<file path="config.mk">
export PLATFORM = sky130hd
export DESIGN_NAME = id_ex_stage
export DESIGN_NICKNAME = d
export VERILOG_FILES = /design/src/rtl/id_ex_stage.sv
export SDC_FILE = /design/constraint.sdc
export NUM_CORES = 1
export LEC_CHECK = 0
export BUFFER_PORTS_ARGS = -buffer_cell sky130_fd_sc_hd__buf_2
export CORE_MARGIN = 2
export CORE_UTILIZATION = 40
export CTS_BUF_LIST = sky130_fd_sc_hd__clkbuf_8 sky130_fd_sc_hd__clkbuf_16
export CTS_CLUSTER_SIZE = 14
export DETAILED_ROUTE_END_ITERATION = 7
export GPL_ROUTABILITY_DRIVEN = 1
export HOLD_SLACK_MARGIN = 0.06
export PLACE_DENSITY_LB_ADDON = 0.15
export SLEW_MARGIN = 20
export SYNTH_ARGS = -nofsm -noshare
export SYNTH_HDL_FRONTEND = slang
export SYNTH_SLANG_ARGS = --single-unit
</file>
<file path="constraint.sdc">
create_clock -name clk -period 2 [get_ports clk]
set_input_delay 0.6 -clock clk [delete_from_list [all_inputs] [get_ports clk]]
set_output_delay 0.6 -clock clk [all_outputs]
set_load 0.05 [all_outputs]
</file>
<file path="src/rtl/id_ex_stage.sv">
// id_ex_stage: ID/EX pipeline register with load-use hazard detection for the
// 5-stage 16-bit core. Captures decoded operands and control from ID, presents
// them to EX and inserts a single bubble when EX holds a load whose Rd is read
// by the instruction in ID.
// Optional feature: define HAZ_STATS_EN to build a saturating 16-bit counter of
// hazard bubbles on bubble_cnt; without it bubble_cnt is tied to zero.

module id_ex_stage #(
  parameter int DATA_W  = 16,
  parameter int REG_W   = 4,
  parameter int ALUOP_W = 4
) (
  input  logic               clk,
  input  logic               rst_n,
  input  logic               ifid_valid,
  input  logic [REG_W-1:0]   ifid_rs,
  input  logic [REG_W-1:0]   ifid_rt,
  input  logic [REG_W-1:0]   ifid_rd,
  input  logic               ifid_uses_rt,
  input  logic               ifid_regwrite,
  input  logic               ifid_memread,
  input  logic               ifid_memwrite,
  input  logic               ifid_memtoreg,
  input  logic               ifid_alusrc,
  input  logic [ALUOP_W-1:0] ifid_aluop,
  input  logic [DATA_W-1:0]  ifid_rdata1,
  input  logic [DATA_W-1:0]  ifid_rdata2,
  input  logic [DATA_W-1:0]  ifid_imm,
  input  logic [DATA_W-1:0]  ifid_pc2,
  input  logic               freeze,
  input  logic               flush,
  output logic               idex_valid,
  output logic [REG_W-1:0]   idex_rs,
  output logic [REG_W-1:0]   idex_rt,
  output logic [REG_W-1:0]   idex_rd,
  output logic               idex_uses_rt,
  output logic               idex_regwrite,
  output logic               idex_memread,
  output logic               idex_memwrite,
  output logic               idex_memtoreg,
  output logic               idex_alusrc,
  output logic [ALUOP_W-1:0] idex_aluop,
  output logic [DATA_W-1:0]  idex_rdata1,
  output logic [DATA_W-1:0]  idex_rdata2,
  output logic [DATA_W-1:0]  idex_imm,
  output logic [DATA_W-1:0]  idex_pc2,
  output logic               stall_if,
  output logic [15:0]        bubble_cnt
);

  // One EX-stage slot; the all-zero value is a NOP.
  typedef struct packed {
    logic               valid;
    logic [REG_W-1:0]   rs;
    logic [REG_W-1:0]   rt;
    logic [REG_W-1:0]   rd;
    logic               uses_rt;
    logic               regwrite;
    logic               memread;
    logic               memwrite;
    logic               memtoreg;
    logic               alusrc;
    logic [ALUOP_W-1:0] aluop;
    logic [DATA_W-1:0]  rdata1;
    logic [DATA_W-1:0]  rdata2;
    logic [DATA_W-1:0]  imm;
    logic [DATA_W-1:0]  pc2;
  } idex_t;

  idex_t idex_d, idex_q;
  logic  hazard;
  logic  take_instr;

  // Load-use detection: EX holds a real load to a non-zero Rd that ID reads.
  always_comb begin
    hazard = idex_q.valid & idex_q.memread & (idex_q.rd != '0) & ifid_valid &
             ((idex_q.rd == ifid_rs) | (ifid_uses_rt & (idex_q.rd == ifid_rt)));
  end

  // A flush kills the instruction, so fetch must be free to refill IF/ID.
  assign stall_if = freeze | (hazard & ~flush);

  // Next EX slot: hold on freeze, otherwise load ID with control killed on bubbles.
  always_comb begin
    // NOTE: every always_comb output gets a default first so no path leaves it
    // unassigned; a missing default would infer a latch.
    idex_d     = idex_q;
    take_instr = ifid_valid & ~flush & ~hazard;
    if (!freeze) begin
      // Operand and register fields are don't-care in a bubble, so load them
      // unconditionally and gate only what can cause architectural effects.
      idex_d.rs       = ifid_rs;
      idex_d.rt       = ifid_rt;
      idex_d.rd       = ifid_rd;
      idex_d.rdata1   = ifid_rdata1;
      idex_d.rdata2   = ifid_rdata2;
      idex_d.imm      = ifid_imm;
      idex_d.pc2      = ifid_pc2;
      idex_d.valid    = take_instr;
      idex_d.uses_rt  = ifid_uses_rt  & take_instr;
      idex_d.regwrite = ifid_regwrite & take_instr;
      idex_d.memread  = ifid_memread  & take_instr;
      idex_d.memwrite = ifid_memwrite & take_instr;
      idex_d.memtoreg = ifid_memtoreg & take_instr;
      idex_d.alusrc   = ifid_alusrc   & take_instr;
      idex_d.aluop    = ifid_aluop    & {ALUOP_W{take_instr}};
    end
  end

  // Pipeline register; async reset yields the all-zero NOP.
  always_ff @(posedge clk or negedge rst_n) begin
    // NOTE: sequential state uses non-blocking assignments so every flop
    // samples the pre-edge values regardless of statement order.
    if (!rst_n) idex_q <= '0;
    else        idex_q <= idex_d;
  end

  assign idex_valid    = idex_q.valid;
  assign idex_rs       = idex_q.rs;
  assign idex_rt       = idex_q.rt;
  assign idex_rd       = idex_q.rd;
  assign idex_uses_rt  = idex_q.uses_rt;
  assign idex_regwrite = idex_q.regwrite;
  assign idex_memread  = idex_q.memread;
  assign idex_memwrite = idex_q.memwrite;
  assign idex_memtoreg = idex_q.memtoreg;
  assign idex_alusrc   = idex_q.alusrc;
  assign idex_aluop    = idex_q.aluop;
  assign idex_rdata1   = idex_q.rdata1;
  assign idex_rdata2   = idex_q.rdata2;
  assign idex_imm      = idex_q.imm;
  assign idex_pc2      = idex_q.pc2;

`ifdef HAZ_STATS_EN
  logic [15:0] bubble_cnt_d, bubble_cnt_q;

  // Count only hazard bubbles actually inserted; saturate at all-ones.
  always_comb begin
    bubble_cnt_d = bubble_cnt_q;
    if (!freeze && !flush && hazard && (bubble_cnt_q != 16'hFFFF))
      bubble_cnt_d = bubble_cnt_q + 16'd1;
  end

  // Bubble counter register, cleared only by reset.
  always_ff @(posedge clk or negedge rst_n) begin
    if (!rst_n) bubble_cnt_q <= 16'h0000;
    else        bubble_cnt_q <= bubble_cnt_d;
  end

  assign bubble_cnt = bubble_cnt_q;
`else
  assign bubble_cnt = 16'h0000;
`endif

endmodule

</file>
======== Word-level counts from Yosys, hierarchy flattened ========
Cells that the tools add are included.
word-level totals
  logic and storage cells ................. 37
  register bits ........................... 87
  output and inout bits ................... 104
  input port bits ......................... 91
operators by class
  bitwise operators ....................... 19
  eq/ne operators ......................... 2
  reduce and logical (&&, ||, !) cells .... 1
operators by type and width
  cell               number
  $and 1x1->1        14
  $eq 4x4->1         2
  $and 4x4->4        1
  $reduce_bool 4->1  1
  $not 1->1          2
  $or 1x1->1         2

======== Longest topological paths before layout ========
  depth in word-level cells ............... 7
  gate-level depth with buffers ........... 5
  gate-level depth less buffers ........... 4

======== Worst setup path before layout ========
Ideal clock, no wire load.
  path type ............................... register -> output
  start point ............................. reg idex_q (netlist bit idex_rd[0])
  end point ............................... out stall_if
  cell stages (with the launch flop) ...... 5
  setup slack ............................. -0.294 ns
  data required time ...................... 1.400 ns
  arrival ................................. 1.694 ns
  path through ............................ dfrtp_1 or4_4 nand2_1 o22ai_2 a21o_2
between the ends
  word-level cells in the longest chain between the ends .. 6
  elaborated cells between the ends (all ways) .. 10
  classes of those cells .................. eq/ne: 2; bitwise: 7; reduce/logical: 1
ends and longest elaborated chain
  what                                             RTL line  source
  from (decl)                                      70        idex_t idex_d, idex_q;
  from (signal assigned)                           115       else idex_q <= idex_d;
  $eq 4x4->1 or $reduce_bool 4->1 (tied branches)  77, 76
  $and 1x1->1, on equally long branches            77, 76
  $or 1x1->1 or $and 1x1->1 (tied branches)        77, 76
  $and 1x1->1 (*)                                  76        hazard = idex_q.valid & idex_q.memread & (idex_q.rd != '0) & ifid_valid &
  $and 1x1->1 (*)                                  81        assign stall_if = freeze | (hazard & ~flush);
  $or 1x1->1 (*)                                   81
  to (decl)                                        47        output logic stall_if,
Every way passes the cells marked *; elsewhere a longest branch is shown, timed or not.

======== Worst setup path in the final report ========
  start point ............................. reg idex_q (netlist bit idex_rd[3])
  end point ............................... out stall_if
Same word-level chain as after synthesis.

==> out/summary.txt <==
=======================================================================================
Top cell types by occurrence after synthesis ............................. 87 x sky130_fd_sc_hd__dfrtp_1, 76 x sky130_fd_sc_hd__mux2_2, 16 x sky130_fd_sc_hd__buf_4
Startpoint Class .........................................................         flop
Count of flip-flops with a built-in enable after synthesis ...............            0
Netlist Area Pre-Place ................................................... 0.003577 mm2
Count of clock tree sinks ................................................           87
Crit path time final .....................................................      2421 ps
CTS hold repair buffers ..................................................            0
Top flip-flop cell by instance count after synthesis ..................... sky130_fd_sc_hd__dfrtp_1
Die width ................................................................     98.57 um
R2R cell count ...........................................................            6
Number of violations reported at the end of detailed-routing iteration 0 .           27
End of the worst register-to-register path ...............................  idex_alusrc
Remaining global-route overflow ..........................................            0
Post-synth cell types ....................................................           23
Clock insertion delay at the later pin of the skew report ................       350 ps
Rows .....................................................................           34
Smallest setup slack after layout ........................................    -421.0 ps
Sequential share of the synthesized area .................................       60.86%
Unrepaired setup endpoints after global routing ..........................          yes
Largest area contributor in the netlist .................................. sky130_fd_sc_hd__dfrtp_1
Most instantiated library cell after synthesis ........................... sky130_fd_sc_hd__dfrtp_1
Synthesized instance count ...............................................          244
Post-synthesis average cell area .........................................    14.66 um2
Min-delay worst type ..................................................... input port to async pin
DIE HEIGHT ...............................................................     98.57 um
Overall routed net length ................................................      7841 um
Clock-pin slew of the registers on the worst-case setup and hold paths ...        90 ps
# IOs ....................................................................          195
First-pass GRT wire length ...............................................     12360 um
CORE AREA ................................................................ 0.008678 mm2
First-pass detailed-route iteration total ................................            4
Total Die Area ........................................................... 0.009715 mm2
Post-CTS setup-driven buffer insertion count .............................            0
Endpoint class of the critical path ...................................... primary output
Number of global-route vias before repair ................................         2587
Ranking of synthesized cells by area ..................................... sky130_fd_sc_hd__dfrtp_1 61%, sky130_fd_sc_hd__mux2_2 24%, sky130_fd_sc_hd__buf_4 3.4%
Final Hold Violating Endpoints ...........................................            0
CTS H-Tree Depth .........................................................            3
Maximum achievable frequency .............................................   0.4130 GHz
Yosys synthesis warning count ............................................            0
Final worst clock skew ...................................................     7.659 ps
Area growth from synthesis to layout .....................................       33.72%
Worst-Margin Slew ........................................................     500.3 ps
Register-to-register setup slack .........................................       410 ps
Post-route clock period utilization ......................................       121.1%
Initial antenna violation count ..........................................            0
Reported leakage power ...................................................     2.367 nW
Maximum number of pins on one net before global-route repair .............           99
Via density ..............................................................        4.670
Final setup viols ........................................................            1
DP HPWL ..................................................................      5569 um
Share of cells above drive strength 1 ....................................       68.66%
Net count reported at finish .............................................          520
Placed cell count ........................................................          526
CP Max Fanout ............................................................            2
Worst slew margin relative to its limit ..................................       66.65%
Status ................................................................... complete, but fails checks
Area share of the leading cell type in the synthesized netlist ...........       60.86%
Non-filler instance count after layout ...................................          542
Core utilization of the finished layout ..................................       55.12%
GPL Wtd Cong .............................................................       0.7628
Routed len/inst ..........................................................     14.47 um
Tot GR Track Use .........................................................       16.08%
Number of maximum-capacitance violations .................................            0
Start-to-end type of the worst setup path ................................ flop to primary output
Initial cell density of the core .........................................       41.22%
TritonCTS clock tree .....................................................        built
Register bit count reported by yosys .....................................           87
Data required, critical path .............................................      1400 ps
Startpoint of the most critical register-to-register path ................   idex_rd[0]
Remaining design rule violation count ....................................            0
Final slew viol count ....................................................            0
Final total negative setup slack .........................................    -421.0 ps
CTS root buf ............................................................. sky130_fd_sc_hd__clkbuf_8
Ratio of total power to cell area ........................................ 915.0 mW/mm2
Failing checks ........................................................... negative setup slack
Share of async-settable or async-resettable flops after synthesis ........       100.0%
Peak supply drop .........................................................  0.0004379 V
Endpoint of the most critical setup path .................................     stall_if
Vias .....................................................................         2531
Antenna Violating Nets Remaining .........................................            0
Port Buf Inserts .........................................................          178
Count of inserted antenna diode cells ....................................            0
Clock Tree Buf Depth .....................................................            2
Startpoint of the worst setup timing path ................................   idex_rd[3]
Number of CTS-inserted buffers ...........................................            9
Arrival time at the worst endpoint .......................................      1820 ps
=======================================================================================
metrics by stage:
step	total power [mW]	hold slack (ps)	area, um2	worst slack, ps
5_1_grt	4.596	303.1	4783	-476.2
6_report	4.377	247.2	4783	-421.0
3_3_place_gp	3.316	459.5	4599	-251.0
3_5_place_dp	3.333	463.4	4599	-231.1
2_1_floorplan	2.976	304.4	3647	-136.6
4_1_cts	4.447	287.7	4783	-443.0
kinds of logic after synthesis:
kind of cell / Yosys count / synth area share (%)
multiplexers: 76 / 23.92
XOR/XNOR: 8 / 1.959
AO/OA/AOI/OAI: 13 / 3.183
AND/OR/NAND/NOR: 29 / 4.897
buffers and inverters: 30 / 5.072
other: 1 / 0.1048
flip-flops: 87 / 60.86
cell type report:
| cell class | instances | area (um2) |
|---|---|---|
| Clock inverter | 7 | 50.05 |
| Fill cell | 787 | 3895 |
| Tap cell | 108 | 135.1 |
| Timing Repair Buffer | 188 | 1006 |
| Inverter | 1 | 3.754 |
| Clock buffer | 9 | 123.9 |
| Sequential cell | 87 | 2181 |
| Multi-Input combinational cell | 142 | 1284 |
layout by cell type, fill, tap and decap left out, drive strengths merged:
cell / n
inv: 3
dfrtp: 87
clkinv: 3
clkbuf: 9
nand3: 1
or4: 1
o22ai: 1
and3: 1
nor2b: 1
buf: 188
nand4: 2
nand3b: 10
conb: 16
a21o: 1
nand2b: 1
nand2: 12
clkinvlp: 2
o21ai: 11
mux2: 76
xnor2: 8
sequential cells by signal (all words and copies together) (netlist names), 4 cells and up:
register and cells:
idex_imm 16, idex_pc2 16, idex_rdata1 16, idex_rdata2 16, idex_aluop 4, idex_rd 4, idex_rs 4, idex_rt 4
where the power goes:
group | total, mW | switching [mW] | internal [mW] | leakage (nW)
combinational | 1.28 | 0.914 | 0.370 | 1.25
clock | 1.09 | 0.638 | 0.453 | 0.0870
sequential | 2.00 | 0.0776 | 1.92 | 1.03
worst max-delay path, cell delays in order, from the launching register on:
cell                      delay [ps]
sky130_fd_sc_hd__dfrtp_2         410
sky130_fd_sc_hd__or4_4           550
sky130_fd_sc_hd__nand4_2          90
sky130_fd_sc_hd__o22ai_2          80
sky130_fd_sc_hd__a21o_4          210
sky130_fd_sc_hd__buf_8           140
worst min-delay path by stage:
stage                  startpoint              end  slack, ps  cells after the start
CTS                         rst_n  idex_rdata1[12]        290                      2
finish                      rst_n  idex_rdata1[12]        250                      2
detailed placement  idex_memtoreg    idex_memtoreg        460                      2
global placement    idex_aluop[2]    idex_aluop[2]        460                      2
floorplan                   rst_n    idex_aluop[0]        300                      0
global route                rst_n       idex_rs[0]        300                      2
timing repair:
action / 4_1_cts / 5_1_grt
endpoints found under the setup margin: 1 / 1
pin swaps: 2 / 1
gates resized for setup: 3 / 0
metal layers:
metal	wire length [um]	global-route usage, %	share of wire, %
met1	3165	20.16	40
met2	3674	24.59	47
met3	803	6.525	10
met4	197	7.165	2.5
met5	0	0	0
(Power assumes the default switching activity.)
